`src/rtl/fetch_pkg.sv`:
```
// rtl/fetch_pkg.sv - shared types and constants for the instruction fetch stage
package fetch_pkg;

    typedef enum logic [1:0] {
        IDLE = 2'd0,
        REQ  = 2'd1,
        WAIT = 2'd2,
        DROP = 2'd3
    } fetch_state_e;

    localparam int INSN_W   = 32;
    localparam int OPCODE_W = 7;

    localparam logic [INSN_W-1:0] INSN_NOP = 32'h0000_0013;

endpackage

```
`src/rtl/fetch_buffer.sv`:
```
// rtl/fetch_buffer.sv - synchronous FIFO holding fetched {pc, instruction} entries
module fetch_buffer #(
    parameter int DATA_W = 96,
    parameter int DEPTH  = 2,
    parameter int CNT_W  = $clog2(DEPTH) + 1
) (
    input  logic              clk,
    input  logic              rst_n,
    input  logic              push,
    input  logic [DATA_W-1:0] push_data,
    input  logic              pop,
    input  logic              flush,
    output logic [CNT_W-1:0]  count,
    output logic              empty,
    output logic [DATA_W-1:0] head
);
    localparam int PTR_W = $clog2(DEPTH);

    logic [DATA_W-1:0] mem_q [DEPTH];
    logic [DATA_W-1:0] mem_d [DEPTH];
    logic [PTR_W-1:0]  wr_ptr_q, wr_ptr_d;
    logic [PTR_W-1:0]  rd_ptr_q, rd_ptr_d;
    logic [CNT_W-1:0]  count_q, count_d;
    logic              do_push, do_pop;

    always_comb begin
        mem_d    = mem_q;
        wr_ptr_d = wr_ptr_q;
        rd_ptr_d = rd_ptr_q;
        count_d  = count_q;
        do_push  = push && (count_q != CNT_W'(DEPTH));
        do_pop   = pop && (count_q != '0);
        if (flush) begin
            wr_ptr_d = '0;
            rd_ptr_d = '0;
            count_d  = '0;
        end else begin
            if (do_push) begin
                mem_d[wr_ptr_q] = push_data;
                wr_ptr_d        = wr_ptr_q + PTR_W'(1);
            end
            if (do_pop) begin
                rd_ptr_d = rd_ptr_q + PTR_W'(1);
            end
            count_d = count_q + CNT_W'(do_push) - CNT_W'(do_pop);
        end
    end

    always_ff @(posedge clk) begin
        if (!rst_n) begin
            for (int i = 0; i < DEPTH; i++) begin
                mem_q[i] <= '0;
            end
            wr_ptr_q <= '0;
            rd_ptr_q <= '0;
            count_q  <= '0;
        end else begin
            mem_q    <= mem_d;
            wr_ptr_q <= wr_ptr_d;
            rd_ptr_q <= rd_ptr_d;
            count_q  <= count_d;
        end
    end

    assign count = count_q;
    assign empty = (count_q == '0);
    assign head  = mem_q[rd_ptr_q];

endmodule

```
`src/rtl/fetch_unit.sv`:
```
// rtl/fetch_unit.sv - RV64 fetch stage: PC, single-outstanding fetch FSM, redirects
// Optional FETCH_MISALIGN_EN: misaligned redirects raise a sticky flag and halt fetching.
module fetch_unit
    import fetch_pkg::*;
#(
    parameter int              XLEN      = 64,
    parameter logic [XLEN-1:0] RESET_PC  = '0,
    parameter int              BUF_DEPTH = 2
) (
    input  logic                clk,
    input  logic                rst_n,
    output logic                imem_req_valid,
    input  logic                imem_req_ready,
    output logic [XLEN-1:0]     imem_req_addr,
    input  logic                imem_rsp_valid,
    input  logic [INSN_W-1:0]   imem_rsp_data,
    input  logic                redirect_valid,
    input  logic [XLEN-1:0]     redirect_pc,
    output logic                dec_valid,
    input  logic                dec_ready,
    output logic [INSN_W-1:0]   dec_instr,
    output logic [XLEN-1:0]     dec_pc,
    output logic [OPCODE_W-1:0] dec_opcode
`ifdef FETCH_MISALIGN_EN
    ,
    output logic                fetch_misaligned
`endif
);
    localparam int CNT_W   = $clog2(BUF_DEPTH) + 1;
    localparam int ENTRY_W = XLEN + INSN_W;

    fetch_state_e     state_q, state_d;
    logic [XLEN-1:0]  pc_q, pc_d;
    logic [XLEN-1:0]  req_pc_q, req_pc_d;
    logic [XLEN-1:0]  redir_target;
    logic             halted;
    logic [CNT_W-1:0] buf_count;
    logic [CNT_W:0]   reserved;
    logic             outstanding, space, req_valid;
    logic             buf_push, buf_pop, buf_flush, buf_empty;
    logic [ENTRY_W-1:0] buf_head;

`ifdef FETCH_MISALIGN_EN
    logic misaligned_q, misaligned_d;

    assign redir_target     = redirect_pc;
    assign halted           = misaligned_q;
    assign fetch_misaligned = misaligned_q;

    always_comb begin
        misaligned_d = misaligned_q;
        if (redirect_valid) begin
            misaligned_d = (redirect_pc[1:0] != 2'b00);
        end
    end

    always_ff @(posedge clk) begin
        if (!rst_n) begin
            misaligned_q <= 1'b0;
        end else begin
            misaligned_q <= misaligned_d;
        end
    end
`else
    logic unused_redirect_lsbs;

    assign unused_redirect_lsbs = ^redirect_pc[1:0];
    assign redir_target         = {redirect_pc[XLEN-1:2], 2'b00};
    assign halted               = 1'b0;
`endif

    // FIFO slots are reserved at request time so a returning word always fits.
    assign outstanding = (state_q == WAIT) || (state_q == DROP);
    assign reserved    = {1'b0, buf_count} + {{CNT_W{1'b0}}, outstanding};
    assign space       = reserved < (CNT_W + 1)'(BUF_DEPTH);

    always_comb begin
        state_d   = state_q;
        pc_d      = pc_q;
        req_pc_d  = req_pc_q;
        req_valid = 1'b0;
        buf_push  = 1'b0;
        buf_flush = 1'b0;
        case (state_q)
            IDLE: state_d = REQ;
            REQ: begin
                req_valid = space && !redirect_valid && !halted;
                if (req_valid && imem_req_ready) begin
                    req_pc_d = pc_q;
                    pc_d     = pc_q + XLEN'(4);
                    state_d  = WAIT;
                end
            end
            WAIT: begin
                if (imem_rsp_valid) begin
                    buf_push = 1'b1;
                    state_d  = REQ;
                end
            end
            DROP: begin
                if (imem_rsp_valid) begin
                    state_d = REQ;
                end
            end
            default: state_d = IDLE;
        endcase
        // A response landing in the redirect cycle retires the stale fetch, so no DROP is needed.
        if (redirect_valid) begin
            buf_flush = 1'b1;
            buf_push  = 1'b0;
            pc_d      = redir_target;
            if (outstanding && !imem_rsp_valid) begin
                state_d = DROP;
            end else begin
                state_d = REQ;
            end
        end
    end

    always_ff @(posedge clk) begin
        if (!rst_n) begin
            state_q  <= IDLE;
            pc_q     <= RESET_PC;
            req_pc_q <= '0;
        end else begin
            state_q  <= state_d;
            pc_q     <= pc_d;
            req_pc_q <= req_pc_d;
        end
    end

    assign buf_pop = !buf_empty && dec_ready;

    fetch_buffer #(
        .DATA_W (ENTRY_W),
        .DEPTH  (BUF_DEPTH),
        .CNT_W  (CNT_W)
    ) u_buffer (
        .clk       (clk),
        .rst_n     (rst_n),
        .push      (buf_push),
        .push_data ({req_pc_q, imem_rsp_data}),
        .pop       (buf_pop),
        .flush     (buf_flush),
        .count     (buf_count),
        .empty     (buf_empty),
        .head      (buf_head)
    );

    assign imem_req_valid = req_valid;
    assign imem_req_addr  = pc_q;
    assign dec_valid      = !buf_empty;
    assign dec_instr      = buf_empty ? INSN_NOP : buf_head[INSN_W-1:0];
    assign dec_pc         = buf_empty ? '0 : buf_head[ENTRY_W-1:INSN_W];
    assign dec_opcode     = dec_instr[OPCODE_W-1:0];

endmodule
```
`config.mk`:
```
export PLATFORM = sky130hd
export DESIGN_NAME = fetch_unit
export DESIGN_NICKNAME = d
export VERILOG_FILES = /design/src/rtl/fetch_pkg.sv /design/src/rtl/fetch_buffer.sv /design/src/rtl/fetch_unit.sv
export SDC_FILE = /design/constraint.sdc
export NUM_CORES = 1
export LEC_CHECK = 0
export CORE_MARGIN = 2
export CORE_UTILIZATION = 50
export DETAILED_ROUTE_END_ITERATION = 16
export MAX_ROUTING_LAYER = met4
export PLACE_DENSITY = 0.77
export SYNTH_ARGS = -nofsm -noshare
export SYNTH_HDL_FRONTEND = slang
export SYNTH_HIERARCHICAL = 1
export SYNTH_SLANG_ARGS = --single-unit
```
`constraint.sdc`:
```
create_clock -name clk -period 3.26 [get_ports clk]
set_clock_uncertainty 0.05 [all_clocks]
set_input_delay 0.815 -clock clk [delete_from_list [all_inputs] [get_ports clk]]
set_output_delay 0.815 -clock clk [all_outputs]
set_load 0.01 [all_outputs]
```
==> results_dict.tcl, run 1 <==
set metrics [dict create \
    status "completed" \
    die_width_um 179 \
    dr.pass1.iters 5 \
    clock-root-buffer "clkbuf_16" \
    rr_worst_depth 8 \
    syn_area_um2 15300 \
    vdd_drop_max_mv 0.331 \
    syn_area_per_cell_um2 8.64 \
    finalNonFillerCells 2407 \
    finalSetupTns_ps 0 \
    synth_cell_types 61 \
    clk_pin_slew_ps 60 \
    drv_cap 0 \
    grt_pass1_wl_um 67000 \
    vias_per_cell 5.56 \
    critPathKind "flip-flop to output pin" \
    die_h_um 179 \
    async_flop_share_pct 0 \
    rsz0062_at_grt "no" \
    syn2layout_area_growth_pct 27.5 \
    synth_edf_count 0 \
    core_um2 30300 \
    std_cell_rows 64 \
    critPathLaunchType "flip-flop" \
    p_leak_nw 7.20 \
    path_max_fanout 8 \
    drc 0 \
    cp.arrival_ps 2270 \
    detail_route.wl_per_cell_um 17.5 \
    wl_met3_um 3000 \
    insertion_delay_ps 520 \
    numPortBuffers 266 \
    drive_above_1_share_pct 11.3 \
    track_usage_pct 26.6 \
    slew_headroom_pct 48.2 \
    slew_violations 0 \
    clock.fmax_mhz 319 \
    routed.top_layer "met4" \
    ys_ff_latch 322 \
    pwr_density_cell_nw_per_um2 448 \
    place_hpwl_um 28300 \
    end_kind "output pin" \
    grt_max_degree 164 \
    postRouteWirelength_um 42100 \
    synth_cells 1768 \
    numCtsBuffers 36 \
    hold_violations 0 \
    drt-met1-wl_um 19300 \
    drt_iter0_drc 910 \
    ys.flop_type "dfxtp_1" \
    yosysSeqAreaShare_pct 42.2 \
    period_minus_slack_ps 3130 \
    vias 13400 \
    io_pins 271 \
    post_cts_resized 0 \
    start_util_pct 50.3 \
    rr_startpoint "imem_req_addr[3]" \
    post-route-period-util_pct 96.0 \
    yosysWarningCount 6 \
    antenna_found_initial 2 \
    dieArea_um2 32000 \
    worst_pin_slew_ps 774 \
    placed_cells 2340 \
    clockBufferDepth 3 \
    setup_viol 0 \
    ff2ff_setup_slack_ps 380 \
    grt_pass1_vias 12800 \
    crit_required_ps 2390 \
    min_path_cells 2 \
    met2WireLength_um 18800 \
    hp-class "flip-flop to flip-flop" \
    hold_end "u_buffer/mem_q[167]" \
    finalPower_mw 8.72 \
    r2r-end "imem_req_addr[22]" \
    cts_tree "done" \
    cts_sinks 322 \
    min_from "u_buffer/mem_q[167]" \
    grt_overflow_total 0 \
    place.gp.congestion 0.878 \
    ant_nets 0 \
    final_nets 2089 \
    htree_levels 2 \
]
Yosys cell counts (all sizes together), types with 8 or more instances:
cell type / n / area (µm²)
nand2: 470 / 1760
dfxtp: 322 / 6450
mux2i: 195 / 1950
a21oi: 114 / 571
mux2: 101 / 1140
nor2b: 94 / 588
clkbuf: 75 / 282
buf: 66 / 467
nand3: 38 / 190
nor2: 38 / 143
nor3: 22 / 115
o21ai: 22 / 110
nand4: 18 / 125
nor4: 18 / 125
inv: 16 / 60.1
a31oi: 14 / 87.6
and3: 12 / 75.1
a221oi: 9 / 78.8
or3: 9 / 56.3
xnor2: 9 / 78.8
and2: 8 / 50.1
nand2b: 8 / 50.1
o211ai: 8 / 60.1
xor2: 8 / 70.1
worst max-delay path by stage:
stage,from,end,cells past startpoint
floorplan,redirect_valid,imem_req_addr[37],7
global placement,imem_rsp_valid,u_buffer/mem_q[144],7
detailed placement,imem_rsp_valid,u_buffer/mem_q[153],7
CTS,u_buffer/rd_ptr_q,dec_opcode[1],4
global route,u_buffer/rd_ptr_q,dec_opcode[0],4
finish,u_buffer/rd_ptr_q,dec_opcode[0],4
state kept, by name (all words and copies together), names as in the netlist:
name / flops
state_q: 2
u_buffer/count: 2
imem_req_addr: 62
u_buffer/wr_ptr_q: 1
req_pc_q: 62
u_buffer/mem_q: 192
u_buffer/rd_ptr_q: 1
cell usage in the layout (no fill, tap or decap), drive strengths merged, types with 4 or more instances in the layout:
cell           Yosys  routed
nor4              18      18
or4                7       7
clkinv             0       7
nand2            470     470
a21oi            114     114
o311ai             6       6
nor2              38      38
clkbuf            75      51
and3              12      12
or3                9       9
clkdlybuf4s50      0     264
o21a               6       6
o211ai             8       8
mux2i            195     195
conb               1       4
nand3             38      38
xnor2              9       9
inv               16      18
or2                6       6
mux2             101     101
and4               7       7
xor2               8       8
dfxtp            322     322
o21ai             22      22
buf               66      51
a31oi             14      14
a221oi             9       9
o22ai              6       6
nand4             18      18
nor3              22      22
nand2b             8       8
a22oi              7       7
nor2b             94      94
and2               8       8
worst max-delay path, cell delays in order, from the launching register on:
cell and delay [ps]:
dfxtp_4 450, buf_4 210, mux2_2 340, or2_2 280
clkdlybuf4s50_1 480
per-stage QoR:
stage	instance area, µm²	setup slack, ps	hold WS (ps)	util (%)
2_1_floorplan	15300	371	382	-
3_3_place_gp	18300	260	389	60.2
3_5_place_dp	18300	239	395	60.2
4_1_cts	19500	94.6	405	64.1
5_1_grt	19500	66.9	423	64.2
6_report	19500	129	402	64.2
kinds of logic (layout without fill, tap and decap cells):
group                      Yosys count  after routing  share of synthesized area (%)
muxes                              296            296                           20.2
adders and majority gates            3              3                          0.246
buffers and inverters              157            395                           5.29
DFF                                322            322                           42.2
xor gates and xnor gates            17             17                          0.975
and+or+nand+nor                    761            761                           22.9
AOI/OAI and AO/OA                  211            211                           8.20
other                                1              6                         0.0245
report_power, final:
group | internal (mW) | switching (mW) | leakage [nW]
Clock | 2.40 | 1.62 | 0.579
Combinational | 0.291 | 0.313 | 4.01
Sequential | 3.99 | 0.0961 | 2.61
per-layer routing:
| metal | track usage (%) | vias to the layer above |
|---|---|---|
| met1 | 36.9 | 6269 |
| li1 | - | 6477 |
| met5 | - | - |
| met2 | 40.4 | 568 |
| met4 | 7.72 | 0 |
| met3 | 3.86 | 75 |
final cells by class:
cell class / count / area, µm²
fillers: 2501 / 10900
multi-input cells: 1292 / 8060
flip-flops and latches: 322 / 6450
repair buffers: 316 / 3220
clock buffers: 50 / 1040
well taps: 396 / 495
clock inverters: 13 / 131
inverters: 16 / 61.3
diodes: 2 / 5.00
timing repair:
| action | 4_1_cts | 5_1_grt |
|---|---|---|
| hold buffers | 0 | 0 |
| endpoints found under the setup margin | 6 | 0 |
| buffers inserted | 2 | 0 |
Power figures use the tool's default switching activity.
==> inputs of run 2 (changes only) <==
--- a/config.mk
+++ b/config.mk
@@ -9,8 +9,9 @@
 export CORE_UTILIZATION = 50
 export DETAILED_ROUTE_END_ITERATION = 16
 export MAX_ROUTING_LAYER = met4
-export PLACE_DENSITY = 0.77
+export PLACE_DENSITY = 0.78
+export SLEW_MARGIN = 5
 export SYNTH_ARGS = -nofsm -noshare
 export SYNTH_HDL_FRONTEND = slang
-export SYNTH_HIERARCHICAL = 1
 export SYNTH_SLANG_ARGS = --single-unit
+export TNS_END_PERCENT = 10
==> run 2 against run 1 <==
Effect of this change: worst setup slack got worse by 82 ps; total power decreased by 2.7%; sequential power about the same; critical path type unchanged; largest cell class unchanged.
==> results_dict.tcl, run 2 <==
set metrics [dict create \
    post-route-period-util_pct 98.6 \
    clk_pin_slew_ps 60 \
    yosysSeqAreaShare_pct 44.6 \
    ant_nets 0 \
    placement.cell_area_um2 17400 \
    dr.pass1.iters 7 \
    ys.flop_type "dfxtp_1" \
    insertion_delay_ps 580 \
    numCtsBuffers 31 \
    holdBufCountCts 0 \
    period_minus_slack_ps 3210 \
    syn_area_per_cell_um2 7.54 \
    end_kind "output pin" \
    cts_sinks 318 \
    syn_area_um2 14300 \
    grt_pass1_wl_um 69900 \
    ys_top_cells_by_count "573 x nand2_1, 318 x dfxtp_1, 279 x a21oi_1" \
    synth_cell_types 62 \
    drc 0 \
    grt_overflow_total 0 \
    slew_violations 0 \
    dieArea_um2 29900 \
    antenna_found_initial 1 \
    critPathLaunchType "flip-flop" \
    worst_pin_slew_ps 688 \
    clock-root-buffer "clkbuf_16" \
    nFillCells 2335 \
    yosys.cell_count.top_type "nand2_1" \
    hp-class "flip-flop to flip-flop" \
    placed_cells 2435 \
    cts_tree "done" \
    die_width_um 173 \
    final_common_cell "nand2_1" \
    yosysWarningCount 0 \
    postRouteWirelength_um 44500 \
    pwr_density_cell_nw_per_um2 459 \
    place.gp.congestion 0.930 \
    setup_viol 0 \
    htree_levels 1 \
    regMostFlops "u_buffer.mem_q" \
    finalNonFillerCells 2493 \
    crit_required_ps 2390 \
    detail_route.wl_per_cell_um 17.9 \
    status "completed" \
    grt_pass1_vias 13100 \
    largest_register_ffs 188 \
    drt_iter0_drc 1440 \
    vias_per_cell 5.71 \
    synth_cells 1892 \
    drv_cap 0 \
    core_um2 27900 \
    post_cts_resized 0 \
    async_flop_share_pct 0 \
    grt_max_degree 161 \
    drive_above_1_share_pct 6.24 \
    track_usage_pct 29.1 \
    ff2ff_setup_slack_ps 300 \
    rr_startpoint "imem_req_addr[3]" \
    path_max_fanout 29 \
    setup_ws_ps 47.0 \
    p_leak_nw 5.77 \
    start_util_pct 51.1 \
    synth_edf_count 0 \
    finalSetupTns_ps 0 \
    clockBufferDepth 3 \
    vdd_drop_max_mv 0.406 \
    io_pins 271 \
    hold_violations 0 \
    std_cell_rows 61 \
    clock.fmax_mhz 311 \
    place_hpwl_um 29600 \
    final_cell_mix "571 x nand2_1, 317 x dfxtp_1, 279 x a21oi_1, 261 x clkdlybuf4s50_1, 129 x nor2_1" \
    endpoint "dec_pc[26]" \
    cts_setup_buffers 0 \
    fin_area_um2 18500 \
    startpoint "u_buffer.rd_ptr_q" \
    critPathKind "flip-flop to output pin" \
    syn2layout_area_growth_pct 29.6 \
    final_nets 2195 \
    ys_ff_latch 318 \
    ys_top_cells_by_area "dfxtp_1 45%, nand2_1 15%, a21oi_1 9.8%" \
    yosys.area.top_type_share_pct 44.6 \
    rr_worst_depth 6 \
    cp.arrival_ps 2350 \
    numPortBuffers 264 \
    slew_headroom_pct 54.1 \
    place_ws_ps 60.5 \
    die_h_um 173 \
    vias 14200 \
    rsz0062_at_grt "yes" \
    synth.largest_area_cell "dfxtp_1" \
    r2r-end "imem_req_addr[34]" \
]
## run 2: stage by stage
| step | utilization [%] | power (mW) | hold slack [ps] |
|---|---|---|---|
| floorplan | - | 4.38 | 386 |
| global placement | 62.2 | 4.75 | 391 |
| detailed placement | 62.2 | 4.76 | 396 |
| CTS | 66.1 | 8.52 | 405 |
| global route | 66.2 | 8.74 | 421 |
| finish | 66.2 | 8.49 | 402 |
## run 2: cell families after synthesis
logic type | share of synthesized area [%]
adders and majority gates | 0.263
AOI/OAI and AO/OA | 14.1
other | 0.0263
and+or+nand+nor | 27.2
DFF | 44.6
muxes | 7.11
buffers and inverters | 4.92
xor gates and xnor gates | 1.78
## run 2: worst min-delay path by stage
stage | to | start | cells after the start | slack [ps]
after floorplan | u_buffer.mem_q[100] | u_buffer.mem_q[100] | 2 | 390
after global placement | u_buffer.mem_q[109] | u_buffer.mem_q[109] | 2 | 390
after detailed placement | u_buffer.mem_q[187] | u_buffer.mem_q[187] | 2 | 400
after CTS | u_buffer.mem_q[187] | u_buffer.mem_q[187] | 2 | 400
after global routing | u_buffer.mem_q[80] | u_buffer.mem_q[80] | 2 | 420
final | u_buffer.mem_q[80] | u_buffer.mem_q[80] | 2 | 400
## run 2: per-layer routing
layer / global-route usage [%] / vias up / share of wire (%)
met5: - / - / 0
met4: 9.89 / 0 / 3.1
met3: 4.07 / 92 / 7.9
met2: 45.7 / 684 / 46
met1: 38.7 / 6696 / 43
li1: - / 6773 / -
## run 2: where the power goes
part	internal (mW)	switching, mW	total [mW]
Sequential	3.95	0.112	4.06
Clock	2.27	1.53	3.80
Combinational	0.303	0.321	0.624
Total	6.53	1.96	8.49
## run 2: area by class of cell
cell class | count | area, µm² | area share [%]
Antenna cell | 1 | 2.50 | 0.0135
Clock buffer | 46 | 922 | 4.99
Clock inverter | 11 | 175 | 0.948
Inverter | 12 | 52.6 | 0.284
Multi-Input combinational cell | 1404 | 7250 | 39.2
Sequential cell | 318 | 6370 | 34.5
Tap cell | 378 | 473 | 2.56
Timing Repair Buffer | 323 | 3240 | 17.5
## run 2: critical path, cell delays in order, from the launching register on
cell and delay [ps]:
dfxtp_4 540, buf_12 280, mux2i_1 350, nor2_1 90, clkdlybuf4s50_1 500
==> inputs of run 3 (changes only) <==
--- a/config.mk
+++ b/config.mk
@@ -10,6 +10,8 @@
 export DETAILED_ROUTE_END_ITERATION = 16
 export MAX_ROUTING_LAYER = met4
 export PLACE_DENSITY = 0.78
+export RECOVER_POWER = 25
+export SKIP_LAST_GASP = 1
 export SLEW_MARGIN = 5
 export SYNTH_ARGS = -nofsm -noshare
 export SYNTH_HDL_FRONTEND = slang
==> run 3 against run 2 <==
Effect of this change: cell count stayed put; first-iteration DRC count fell by 0.28%; fmax grew 0.34%; via count down 0.64%; largest power group unchanged.
==> results_dict.tcl, run 3 (same netlist as run 2, synthesis figures left out) <==
set metrics [dict create \
    clk_pin_slew_ps 60 \
    path_max_fanout 29 \
    cp_slowest_cell "dfxtp_4" \
    cts_sinks 318 \
    final_common_cell "nand2_1" \
    finalPower_mw 8.48 \
    clock.fmax_mhz 312 \
    ff2ff_setup_slack_ps 280 \
    end_kind "output pin" \
    die_h_um 173 \
    cpPeakStageDelay_ps 540 \
    dieArea_um2 29900 \
    setup_ws_ps 58.0 \
    cts_tree "done" \
    die_width_um 173 \
    clock-root-buffer "clkbuf_16" \
    drt_iter0_drc 1436 \
    min_from "u_buffer.mem_q[187]" \
    worst_pin_slew_ps 907 \
    crit_chain "buf_12, mux2i_1, nor2_1, clkdlybuf4s50_1" \
    period_minus_slack_ps 3200 \
    numPortBuffers 264 \
    placement.cell_area_um2 17400 \
    postRouteWirelength_um 44500 \
    rr_worst_depth 6 \
    clockBufferDepth 3 \
    final_nets 2195 \
    drv_cap 0 \
    vias 14200 \
    hold_violations 0 \
    final_cell_mix "572 x nand2_1, 317 x dfxtp_1, 279 x a21oi_1, 260 x clkdlybuf4s50_1, 130 x nor2_1" \
    grt_max_degree 161 \
    grt_overflow_total 0 \
    p_leak_nw 5.69 \
    track_usage_pct 29.1 \
    slew_violations 0 \
    detail_route.wl_per_cell_um 17.9 \
    hold_end "u_buffer.mem_q[187]" \
    fin_area_um2 18400 \
    place_ws_ps 60.5 \
    rr_startpoint "imem_req_addr[3]" \
    crit_required_ps 2390 \
    holdBufCountCts 0 \
    status "completed" \
    critPathLaunchType "flip-flop" \
    io_pins 271 \
    vias_per_cell 5.68 \
    numCtsBuffers 31 \
    ant_nets 0 \
    start_util_pct 51.1 \
    largest_register_ffs 188 \
    critPathKind "flip-flop to output pin" \
    core_um2 27900 \
    post-route-period-util_pct 98.2 \
    finalSetupTns_ps 0 \
    place.gp.congestion 0.930 \
    cp.arrival_ps 2340 \
    r2r-end "imem_req_addr[28]" \
    place_hpwl_um 29600 \
    rsz0062_at_grt "yes" \
    slew_headroom_pct 39.6 \
    std_cell_rows 61 \
    syn2layout_area_growth_pct 28.8 \
    grt_pass1_vias 13100 \
    dr.pass1.iters 5 \
    vdd_drop_max_mv 0.405 \
    min_path_cells 2 \
    holdWs_ps 402 \
    insertion_delay_ps 590 \
    htree_levels 1 \
    grt_pass1_wl_um 69900 \
    antenna_found_initial 1 \
    drc 0 \
    nFillCells 2353 \
    hp-class "flip-flop to flip-flop" \
    setup_viol 0 \
    regMostFlops "u_buffer.mem_q" \
    pwr_density_cell_nw_per_um2 462 \
    drive_above_1_share_pct 5.58 \
]
==> run 3: repair_timing <==
item | in CTS | in global routing
endpoints found under the setup margin | 0 | 6
gates resized for setup | 0 | 1
buffers inserted | 0 | 0
==> run 3: through the flow <==
step / instances / util (%)
floorplan: 1895 / -
global placement: 2435 / 62.2
detailed placement: 2435 / 62.2
CTS: 2492 / 66.1
global route: 2493 / 65.8
finish: 2493 / 65.8
==> run 3: how the worst max path moves through the flow <==
stage,from,slack (ps),end
5_1_grt,u_buffer.rd_ptr_q,-10,dec_instr[5]
2_1_floorplan,redirect_valid,250,req_pc_q[58]
3_3_place_gp,imem_req_ready,100,imem_req_addr[63]
4_1_cts,u_buffer.rd_ptr_q,40,dec_instr[5]
6_report,u_buffer.rd_ptr_q,60,dec_pc[26]
3_5_place_dp,imem_req_ready,60,imem_req_addr[51]
==> run 3: cell type report <==
cell class                      instances  area, µm²  share of cell area, %
Multi-Input combinational cell       1404       7240                   39.4
Sequential cell                       318       6370                   34.7
Timing Repair Buffer                  323       3140                   17.1
Clock buffer                           46        922                   5.02
Tap cell                              378        473                   2.57
Clock inverter                         11        175                  0.953
Inverter                               12       52.6                  0.286
Antenna cell                            1       2.50                 0.0136
==> run 3: report_power, final <==
group / total (mW) / switching [mW] / leakage [nW] / internal [mW]
Clock: 3.81 / 1.53 / 0.536 / 2.27
Sequential: 4.06 / 0.112 / 2.58 / 3.95
Combinational: 0.614 / 0.319 / 2.58 / 0.294
==> run 3: metal layers <==
metal  track usage, %  part of all wire, %
met5                -                    0
met4             9.89                  3.1
met3             4.07                  7.8
met2             45.7                   46
met1             38.7                   43
==> run 3: worst max-delay path: cells and delay by family, from the launching register on <==
kind | cells | cell delay (ps)
flops | 1 | 540
buf+inv | 2 | 780
mux | 1 | 340
simple gates | 1 | 90
